**src/rtl/crtc_pkg.sv**
```systemverilog
// Shared definitions for the character-rate CRT controller: counter widths,
// register indices, the vertical state encoding and the register-file payload.
package crtc_pkg;

    localparam int unsigned HC_W    = 8;
    localparam int unsigned VC_W    = 7;
    localparam int unsigned RA_W    = 5;
    localparam int unsigned MA_W    = 14;
    localparam int unsigned ADDR_W  = 5;
    localparam int unsigned DATA_W  = 8;
    localparam int unsigned STHI_W  = 6;
    localparam int unsigned SW_W    = 4;

    // Register indices of the programmable timing and start-address registers.
    localparam logic [ADDR_W-1:0] R_HTOT  = 5'd0;
    localparam logic [ADDR_W-1:0] R_HDISP = 5'd1;
    localparam logic [ADDR_W-1:0] R_HSYNC = 5'd2;
    localparam logic [ADDR_W-1:0] R_SYNCW = 5'd3;
    localparam logic [ADDR_W-1:0] R_VTOT  = 5'd4;
    localparam logic [ADDR_W-1:0] R_VADJ  = 5'd5;
    localparam logic [ADDR_W-1:0] R_VDISP = 5'd6;
    localparam logic [ADDR_W-1:0] R_VSYNC = 5'd7;
    localparam logic [ADDR_W-1:0] R_MAXRA = 5'd9;
    localparam logic [ADDR_W-1:0] R_STHI  = 5'd12;
    localparam logic [ADDR_W-1:0] R_STLO  = 5'd13;

    typedef enum logic {
        V_ACTIVE = 1'b0,
        V_ADJUST = 1'b1
    } vstate_e;

    // Programmed timing registers as seen by the counter logic.
    typedef struct packed {
        logic [DATA_W-1:0] htot;
        logic [DATA_W-1:0] hdisp;
        logic [DATA_W-1:0] hsync_pos;
        logic [DATA_W-1:0] sync_w;
        logic [DATA_W-1:0] vtot;
        logic [DATA_W-1:0] vadj;
        logic [DATA_W-1:0] vdisp;
        logic [DATA_W-1:0] vsync_pos;
        logic [DATA_W-1:0] max_ra;
        logic [STHI_W-1:0] start_hi;
        logic [DATA_W-1:0] start_lo;
    } crtc_regs_t;

endpackage

```
**src/rtl/crtc_regfile.sv**
```systemverilog
// CPU-facing register file: address latch, write decode, reset defaults and
// the registered R12/R13 read-back mux.
//   clock, reset   : clock and asynchronous active-low reset
//   cs, rs, we, di : CPU select, register select (0 addr / 1 data), strobe, data
//   regs           : current register contents for the timing logic
//   dout           : read data, R12/R13 when addressed, else 0
module crtc_regfile
    import crtc_pkg::*;
#(
    parameter crtc_regs_t RST_REGS = '0
) (
    input  logic              clock,
    input  logic              reset,
    input  logic              cs,
    input  logic              rs,
    input  logic              we,
    input  logic [DATA_W-1:0] di,
    output crtc_regs_t        regs,
    output logic [DATA_W-1:0] dout
);

    logic [ADDR_W-1:0] addr_q, addr_d;
    crtc_regs_t        regs_q, regs_d;
    logic [DATA_W-1:0] dout_q, dout_d;

    // Write decode and read mux.
    always_comb begin
        addr_d = addr_q;
        regs_d = regs_q;
        dout_d = '0;

        if (cs && we) begin
            if (!rs) begin
                addr_d = di[ADDR_W-1:0];
            end else begin
                case (addr_q)
                    R_HTOT:  regs_d.htot      = di;
                    R_HDISP: regs_d.hdisp     = di;
                    R_HSYNC: regs_d.hsync_pos = di;
                    R_SYNCW: regs_d.sync_w    = di;
                    R_VTOT:  regs_d.vtot      = di;
                    R_VADJ:  regs_d.vadj      = di;
                    R_VDISP: regs_d.vdisp     = di;
                    R_VSYNC: regs_d.vsync_pos = di;
                    R_MAXRA: regs_d.max_ra    = di;
                    R_STHI:  regs_d.start_hi  = di[STHI_W-1:0];
                    R_STLO:  regs_d.start_lo  = di;
                    default: ;
                endcase
            end
        end

        case (addr_q)
            R_STHI:  dout_d = {2'b00, regs_q.start_hi};
            R_STLO:  dout_d = regs_q.start_lo;
            default: dout_d = '0;
        endcase
    end

    always_ff @(posedge clock or negedge reset) begin
        if (!reset) begin
            addr_q <= '0;
            regs_q <= RST_REGS;
            dout_q <= '0;
        end else begin
            addr_q <= addr_d;
            regs_q <= regs_d;
            dout_q <= dout_d;
        end
    end

    assign regs = regs_q;
    assign dout = dout_q;

endmodule

```
**src/rtl/crtc.sv**
```systemverilog
// Character-rate CRT controller (6845 subset). Advances one character per cce
// and produces display enable, syncs and the video memory / raster address.
//   clock, reset       : clock and asynchronous active-low reset
//   cce                : character clock enable
//   cs, rs, we, di     : CPU register interface
//   dout               : CPU read data (the 6845 "do" pin; do is a keyword)
//   de, hsync, vsync   : display enable and active-high syncs
//   ma, ra             : memory address and raster line within the row
module crtc
    import crtc_pkg::*;
#(
    parameter logic [DATA_W-1:0] H_TOTAL = 8'd63,
    parameter logic [DATA_W-1:0] H_DISP  = 8'd32,
    parameter logic [DATA_W-1:0] H_SYNC  = 8'd41,
    parameter logic [DATA_W-1:0] SYNC_W  = 8'h2A,
    parameter logic [DATA_W-1:0] V_TOTAL = 8'd38,
    parameter logic [DATA_W-1:0] V_ADJ   = 8'd0,
    parameter logic [DATA_W-1:0] V_DISP  = 8'd31,
    parameter logic [DATA_W-1:0] V_SYNC  = 8'd34,
    parameter logic [DATA_W-1:0] MAX_RA  = 8'd7
) (
    input  logic              clock,
    input  logic              reset,
    input  logic              cce,
    input  logic              cs,
    input  logic              rs,
    input  logic              we,
    input  logic [DATA_W-1:0] di,
    output logic [DATA_W-1:0] dout,
    output logic              de,
    output logic              hsync,
    output logic              vsync,
    output logic [MA_W-1:0]   ma,
    output logic [RA_W-1:0]   ra
);

    localparam crtc_regs_t RST_REGS = '{
        htot: H_TOTAL, hdisp: H_DISP, hsync_pos: H_SYNC, sync_w: SYNC_W,
        vtot: V_TOTAL, vadj: V_ADJ, vdisp: V_DISP, vsync_pos: V_SYNC,
        max_ra: MAX_RA, start_hi: '0, start_lo: '0
    };

    crtc_regs_t regs;

    crtc_regfile #(
        .RST_REGS (RST_REGS)
    ) u_regfile (
        .clock (clock),
        .reset (reset),
        .cs    (cs),
        .rs    (rs),
        .we    (we),
        .di    (di),
        .regs  (regs),
        .dout  (dout)
    );

    // Timing state describes the character currently being generated.
    logic [HC_W-1:0] hc_q, hc_d;
    logic [RA_W-1:0] ra_cnt_q, ra_cnt_d;
    logic [VC_W-1:0] vc_q, vc_d;
    vstate_e         vstate_q, vstate_d;
    logic [MA_W-1:0] ma_row_q, ma_row_d;
    logic            hs_run_q, hs_run_d;   // pulse carried over from earlier characters
    logic [SW_W-1:0] hs_cnt_q, hs_cnt_d;   // characters left after the current one
    logic            vs_on_q, vs_on_d;     // current scanline is inside vsync
    logic [SW_W-1:0] vs_cnt_q, vs_cnt_d;   // scanlines left after the current one

    logic            de_q, de_d;
    logic            hsync_q, hsync_d;
    logic            vsync_q, vsync_d;
    logic [MA_W-1:0] ma_q, ma_d;
    logic [RA_W-1:0] ra_q, ra_d;

    logic            line_end;
    logic            frame_end;
    logic            hs_start;
    logic [SW_W-1:0] hs_left;

    // Character/line/frame sequencing and output decode.
    always_comb begin
        hc_d      = hc_q;
        ra_cnt_d  = ra_cnt_q;
        vc_d      = vc_q;
        vstate_d  = vstate_q;
        ma_row_d  = ma_row_q;
        hs_run_d  = hs_run_q;
        hs_cnt_d  = hs_cnt_q;
        vs_on_d   = vs_on_q;
        vs_cnt_d  = vs_cnt_q;
        de_d      = de_q;
        hsync_d   = hsync_q;
        vsync_d   = vsync_q;
        ma_d      = ma_q;
        ra_d      = ra_q;
        frame_end = 1'b0;
        line_end  = (hc_q == regs.htot);
        hs_start  = !hs_run_q && (hc_q == regs.hsync_pos);
        hs_left   = regs.sync_w[SW_W-1:0] - SW_W'(1);

        if (cce) begin
            // Outputs present the character the counters are on now.
            de_d    = (hc_q < regs.hdisp) && ({1'b0, vc_q} < regs.vdisp)
                      && (vstate_q == V_ACTIVE);
            hsync_d = hs_run_q || hs_start;
            vsync_d = vs_on_q;
            ma_d    = ma_row_q + MA_W'(hc_q);
            ra_d    = ra_cnt_q;

            // Width 0 in the register wraps hs_left to 15, giving 16 characters.
            if (hs_run_q) begin
                hs_run_d = (hs_cnt_q != '0);
                hs_cnt_d = hs_cnt_q - SW_W'(1);
            end else if (hs_start) begin
                hs_run_d = (hs_left != '0);
                hs_cnt_d = hs_left - SW_W'(1);
            end else begin
                hs_run_d = 1'b0;
            end

            hc_d = line_end ? '0 : hc_q + HC_W'(1);

            if (line_end) begin
                case (vstate_q)
                    V_ACTIVE: begin
                        if ({3'b000, ra_cnt_q} == regs.max_ra) begin
                            ra_cnt_d = '0;
                            ma_row_d = ma_row_q + MA_W'(regs.hdisp);
                            vc_d     = vc_q + VC_W'(1);
                            if ({1'b0, vc_q} == regs.vtot) begin
                                if (regs.vadj == '0) begin
                                    frame_end = 1'b1;
                                end else begin
                                    vstate_d = V_ADJUST;
                                end
                            end
                        end else begin
                            ra_cnt_d = ra_cnt_q + RA_W'(1);
                        end
                    end
                    V_ADJUST: begin
                        if (DATA_W'(ra_cnt_q) + DATA_W'(1) == regs.vadj) begin
                            frame_end = 1'b1;
                        end else begin
                            ra_cnt_d = ra_cnt_q + RA_W'(1);
                        end
                    end
                    default: vstate_d = V_ACTIVE;
                endcase

                if (frame_end) begin
                    vc_d     = '0;
                    ra_cnt_d = '0;
                    vstate_d = V_ACTIVE;
                    ma_row_d = {regs.start_hi, regs.start_lo};
                end

                // vsync is decided once per scanline, for the line about to start.
                if (vs_on_q && (vs_cnt_q != '0)) begin
                    vs_cnt_d = vs_cnt_q - SW_W'(1);
                end else if (({1'b0, vc_d} == regs.vsync_pos) && (ra_cnt_d == '0)
                             && (vstate_d == V_ACTIVE)) begin
                    vs_on_d  = 1'b1;
                    vs_cnt_d = regs.sync_w[DATA_W-1:SW_W] - SW_W'(1);
                end else begin
                    vs_on_d  = 1'b0;
                end
            end
        end
    end

    always_ff @(posedge clock or negedge reset) begin
        if (!reset) begin
            hc_q     <= '0;
            ra_cnt_q <= '0;
            vc_q     <= '0;
            vstate_q <= V_ACTIVE;
            ma_row_q <= '0;
            hs_run_q <= 1'b0;
            hs_cnt_q <= '0;
            vs_on_q  <= 1'b0;
            vs_cnt_q <= '0;
            de_q     <= 1'b0;
            hsync_q  <= 1'b0;
            vsync_q  <= 1'b0;
            ma_q     <= '0;
            ra_q     <= '0;
        end else begin
            hc_q     <= hc_d;
            ra_cnt_q <= ra_cnt_d;
            vc_q     <= vc_d;
            vstate_q <= vstate_d;
            ma_row_q <= ma_row_d;
            hs_run_q <= hs_run_d;
            hs_cnt_q <= hs_cnt_d;
            vs_on_q  <= vs_on_d;
            vs_cnt_q <= vs_cnt_d;
            de_q     <= de_d;
            hsync_q  <= hsync_d;
            vsync_q  <= vsync_d;
            ma_q     <= ma_d;
            ra_q     <= ra_d;
        end
    end

    assign de    = de_q;
    assign hsync = hsync_q;
    assign vsync = vsync_q;
    assign ma    = ma_q;
    assign ra    = ra_q;

endmodule
```
**config.mk**
```make
export PLATFORM = sky130hd
export DESIGN_NAME = crtc
export DESIGN_NICKNAME = d
export VERILOG_FILES = /design/src/rtl/crtc_pkg.sv /design/src/rtl/crtc_regfile.sv /design/src/rtl/crtc.sv
export SDC_FILE = /design/constraint.sdc
export NUM_CORES = 1
export LEC_CHECK = 0
export CORE_MARGIN = 4
export CORE_UTILIZATION = 55
export DETAILED_ROUTE_END_ITERATION = 10
export GPL_TIMING_DRIVEN = 0
export PLACE_DENSITY = 0.74
export SYNTH_ARGS = -nofsm -noshare
export SYNTH_HDL_FRONTEND = slang
export SYNTH_HIERARCHICAL = 1
export SYNTH_SLANG_ARGS = --single-unit
```
**constraint.sdc**
```tcl
create_clock -name clock -period 3.25 [get_ports clock]
set_input_delay 0.65 -clock clock [delete_from_list [all_inputs] [get_ports clock]]
set_output_delay 0.65 -clock clock [all_outputs]
set_load 0.02 [all_outputs]
```
==> impl_metrics.prom, run 1 <==
# TYPE chip_impl_metric gauge
chip_impl_metric{name="first_global_vias",unit=""} 6406
chip_impl_metric{name="critPathArrivalTime",unit="ns"} 3.42
chip_impl_metric{name="layout.core_utilization",unit="%"} 65.2
chip_impl_info{name="setup.worst_path.class",value="reg -> reg"} 1
chip_impl_metric{name="switching_share",unit="%"} 37.4
chip_impl_info{name="layout_commonest_cell",value="dfrtp_1"} 1
chip_impl_info{name="maxUsedRoutingLayer",value="met4"} 1
chip_impl_metric{name="row_count",unit=""} 46
chip_impl_info{name="synth_top_cells_by_area",value="dfrtp_1 (38%), mux2_2 (11%), dfstp_2 (7.5%), ha_1 (4.9%), xor2_1 (3.3%)"} 1
chip_impl_metric{name="net-switching-power",unit="uW"} 3250
chip_impl_metric{name="routed-via-count",unit=""} 6548
chip_impl_metric{name="synthesis.area",unit="um2"} 9110
chip_impl_info{name="critical_path_cell_by_cell",value="ha_1, nand2b_1, a21o_1, a31o_2, a311o_1, a221oi_1, nand4b_1, a2111oi_4, buf_4, a21oi_1, a2bb2oi_1"} 1
chip_impl_metric{name="worst_setup_slack_after_layout",unit="ns"} 0.133
chip_impl_metric{name="start_util",unit="%"} 56.8
chip_impl_info{name="status",value="completed"} 1
chip_impl_metric{name="num_antenna_cells",unit=""} 0
chip_impl_metric{name="drt-initial-drc-count",unit=""} 497
chip_impl_metric{name="buffer_ports.inserted",unit=""} 40
chip_impl_metric{name="met3_wirelength",unit="um"} 907
chip_impl_metric{name="placeableCoreArea",unit="um2"} 16100
chip_impl_metric{name="die-width",unit="um"} 137
chip_impl_metric{name="share_seq_of_total_power",unit="%"} 36.5
chip_impl_metric{name="grt_overflow_total",unit=""} 0
chip_impl_metric{name="maxCapViolCount",unit=""} 0
chip_impl_metric{name="finalMaxSlewViolations",unit=""} 0
chip_impl_metric{name="min_period_over_period",unit="%"} 95.9
chip_impl_metric{name="grt_max_degree",unit=""} 99
chip_impl_info{name="ctsRootBufferMaster",value="clkbuf_16"} 1
chip_impl_metric{name="detail_route.first_pass.iterations",unit=""} 8
chip_impl_metric{name="postSynthNetCount",unit=""} 891
chip_impl_info{name="worstSetupStartpointType",value="flop"} 1
chip_impl_metric{name="cp.buffers_inverters",unit=""} 1
chip_impl_info{name="top_cell_family_by_delay_on_the_critical_path",value="compound AO/OA/AOI/OAI gates"} 1
chip_impl_metric{name="yosysWarningCount",unit=""} 6
chip_impl_metric{name="wl_met1",unit="mm"} 9.74
chip_impl_metric{name="clock_tree.htree_level_count",unit=""} 4
chip_impl_metric{name="power.ir.vdd_worst",unit="V"} 0.000471
chip_impl_metric{name="post-route-drc-count",unit=""} 0
chip_impl_metric{name="max_freq",unit="MHz"} 321
chip_impl_metric{name="gp_routability_congestion",unit=""} 0.936
chip_impl_metric{name="number_of_synthesized_flops_with_an_enable_pin",unit=""} 0
chip_impl_info{name="endpoint_kind",value="flop"} 1
chip_impl_metric{name="postSynthAreaPerCell",unit="um2"} 10.9
chip_impl_metric{name="worstPathMaxFanout",unit=""} 7
chip_impl_metric{name="yosysSeqAreaShare",unit="%"} 45.9
chip_impl_metric{name="grt_first_pass_wirelength",unit="mm"} 34.4
chip_impl_metric{name="antenna_violations_before_repair",unit=""} 0
chip_impl_info{name="hold_class",value="in -> async"} 1
chip_impl_metric{name="design.final.nets",unit=""} 951
chip_impl_metric{name="top_area_cell_type_share_of_the_netlist_area",unit="%"} 38.4
chip_impl_metric{name="finalHoldViolations",unit=""} 0
chip_impl_metric{name="worst_slew_margin_rel",unit="%"} 43.3
chip_impl_metric{name="power_density_over_the_cells",unit="nW/um2"} 830
chip_impl_metric{name="place_hpwl",unit="mm"} 14.8
chip_impl_metric{name="die_h",unit="um"} 137
chip_impl_metric{name="route.met2.wl",unit="mm"} 10.4
chip_impl_metric{name="drive_above_1_share",unit="%"} 22.5
chip_impl_metric{name="p_comb_share",unit="%"} 39.4
chip_impl_info{name="timing.critical_path.slowest_stage_cell",value="dfrtp_1"} 1
chip_impl_metric{name="report.final.setup_viol",unit=""} 0
chip_impl_metric{name="wl_per_cell",unit="um"} 18.9
chip_impl_metric{name="post_route_worst_hold_slack",unit="ns"} 0.244
chip_impl_metric{name="synth.ff_latch_count",unit=""} 166
chip_impl_metric{name="worst_path_largest_cell_delay",unit="ns"} 0.47
chip_impl_info{name="final_cell_mix",value="dfrtp_1 (140), mux2_2 (85), nand2_1 (68), nor2_1 (52), clkdlybuf4s50_1 (39)"} 1
chip_impl_metric{name="cts_made_buffers",unit=""} 17
chip_impl_metric{name="synthesis.instances",unit=""} 839
chip_impl_metric{name="deepest_clock_path_buffer_count",unit=""} 2
chip_impl_metric{name="place_ws",unit="ns"} -0.111
chip_impl_metric{name="die_area",unit="um2"} 18700
chip_impl_metric{name="crit_required",unit="ns"} 3.55
chip_impl_metric{name="antenna_left",unit=""} 0
chip_impl_metric{name="io_count",unit=""} 44
chip_impl_metric{name="period_minus_slack",unit="ns"} 3.12
chip_impl_metric{name="detail_route.wirelength",unit="mm"} 21.3
chip_impl_metric{name="clock_pin_transition_on_the_worst_setup_and_hold_timing_paths",unit="ns"} 0.06
chip_impl_metric{name="clock_insertion_delay_worst_skew",unit="ns"} 0.43
chip_impl_metric{name="worst_pin_slew",unit="ns"} 0.850
chip_impl_info{name="synth_flop_cell",value="dfrtp_1"} 1
chip_impl_metric{name="detail_route.vias_per_cell",unit=""} 5.80
chip_impl_metric{name="total_leakage_power",unit="uW"} 0.00478
chip_impl_metric{name="power.internal",unit="uW"} 5440
chip_impl_info{name="yosysTopAreaCell",value="dfrtp_1"} 1
chip_impl_metric{name="timing.clock.skew",unit="ns"} 0.00773
chip_impl_metric{name="synthDistinctLibCells",unit=""} 75
chip_impl_metric{name="fin_total_pwr",unit="uW"} 8690
chip_impl_metric{name="grt.total_usage",unit="%"} 24.0
chip_impl_metric{name="area.growth.synth_to_final",unit="%"} 14.8
chip_impl_metric{name="async_s_r_ff_share_synth",unit="%"} 100
chip_impl_metric{name="clock_sinks",unit=""} 166
chip_impl_info{name="cts_tree",value="built"} 1
chip_impl_metric{name="power.share.clock",unit="%"} 24.1
==> through the flow <==
stage	cell area [um2]	setup TNS, ns	cells
2_1_floorplan	9110	0	839
3_5_place_dp	9820	-1.02	1096
3_3_place_gp	9790	-811.89	1095
6_report	10500	0	1128
4_1_cts	10400	0	1129
5_1_grt	10500	-0.0230	1128
==> synth_stat cells, drive strengths merged, types with 4 or more instances <==
| cell | n |
|---|---|
| a211oi | 4 |
| a21o | 13 |
| a21oi | 37 |
| a31oi | 12 |
| and2 | 5 |
| and3 | 9 |
| buf | 12 |
| clkbuf | 28 |
| dfrtp | 140 |
| dfstp | 26 |
| ha | 36 |
| inv | 36 |
| mux2 | 105 |
| mux2i | 11 |
| nand2 | 70 |
| nand2b | 7 |
| nand3 | 22 |
| nand4 | 8 |
| nand4b | 5 |
| nor2 | 53 |
| nor2b | 8 |
| nor3 | 16 |
| nor4 | 8 |
| o21ai | 37 |
| o22ai | 4 |
| o31ai | 8 |
| or2 | 5 |
| or3 | 5 |
| xnor2 | 28 |
| xor2 | 34 |
==> kinds of logic (layout without fill, tap and decap cells) <==
group | count (synthesis) | in the layout | share of synthesized area [%]
XOR/XNOR | 62 | 62 | 5.96
AND/OR/NAND/NOR | 235 | 235 | 13.7
flip-flops | 166 | 166 | 45.9
AO/OA/AOI/OAI | 146 | 146 | 10.5
adder cells (fa/ha/maj) | 38 | 38 | 5.38
multiplexers | 116 | 116 | 14.8
buffers and inverters | 76 | 149 | 3.68
==> metal layers <==
metal,GRT usage (%),vias to the layer above
met5,0,-
met1,33.1,3262
met3,4.63,24
met4,5.88,0
met2,39.3,161
li1,-,3101
==> power groups by stage <==
stage / Sequential (uW) / Combinational, uW / Clock [uW]
6_report: 3170 / 3420 / 2090
5_1_grt: 3250 / 3810 / 2210
4_1_cts: 3130 / 3450 / 2120
3_5_place_dp: 3160 / 3380 / 0
3_3_place_gp: 3140 / 3290 / 0
2_1_floorplan: 3140 / 2450 / 0
==> cell type report <==
| type | count | area [um2] |
|---|---|---|
| clock inverters | 15 | 180 |
| plain buffers | 36 | 186 |
| clock buffers | 17 | 425 |
| multi-input cells | 597 | 4620 |
| flip-flops and latches | 166 | 4190 |
| well taps | 216 | 270 |
| inverters | 36 | 135 |
| repair buffers | 45 | 463 |
| fillers | 1240 | 5590 |
==> sequential cells by signal, summed over array words and instances (netlist names) <==
register          cells
u_regfile/regs       86
ma                   14
ma_row_q             14
hc_q                  8
u_regfile/dout        8
vc_q                  7
ra                    5
ra_cnt_q              5
u_regfile/addr_q      5
hs_cnt_q              4
vs_cnt_q              4
de                    1
hs_run_q              1
hsync                 1
vs_on_q               1
vstate_q              1
vsync                 1
==> final timing paths <==
check / start / slack [ns] / cells past startpoint / endpoint
worst max-delay path: ra_cnt_q[1]$_DFFE_PN0P_ / 0.13 / 11 / vs_cnt_q[2]$_DFFE_PN0P_
worst min-delay path: reset / 0.24 / 1 / ma[4]$_DFFE_PN0P_
worst max register to register: ra_cnt_q[1]$_DFFE_PN0P_ / 0.13 / 11 / vs_cnt_q[2]$_DFFE_PN0P_
worst min register to register: u_regfile/regs[58]$_DFFE_PN0P_ / 0.48 / 1 / vs_cnt_q[0]$_DFFE_PN0P_
max in group asynchronous: reset / 2.17 / 2 / u_regfile/regs[16]$_DFFE_PN1P_
min in group clock: u_regfile/regs[58]$_DFFE_PN0P_ / 0.48 / 1 / vs_cnt_q[0]$_DFFE_PN0P_
==> timing repair <==
action,4_1_cts,5_1_grt
buffers inserted,1,3
hold buffers,0,0
pin swaps,3,4
resized for setup,3,2
setup endpoints to repair,18,16
(Power assumes the default switching activity.)
==> run 2: changes to the inputs <==
--- a/config.mk
+++ b/config.mk
@@ -7,6 +7,7 @@
 export LEC_CHECK = 0
 export CORE_MARGIN = 4
 export CORE_UTILIZATION = 55
+export CTS_CLUSTER_SIZE = 14
 export DETAILED_ROUTE_END_ITERATION = 10
 export GPL_TIMING_DRIVEN = 0
 export PLACE_DENSITY = 0.74
==> results of run 2 <==
Final layout, timing and power as in run 1 (identical DEF).
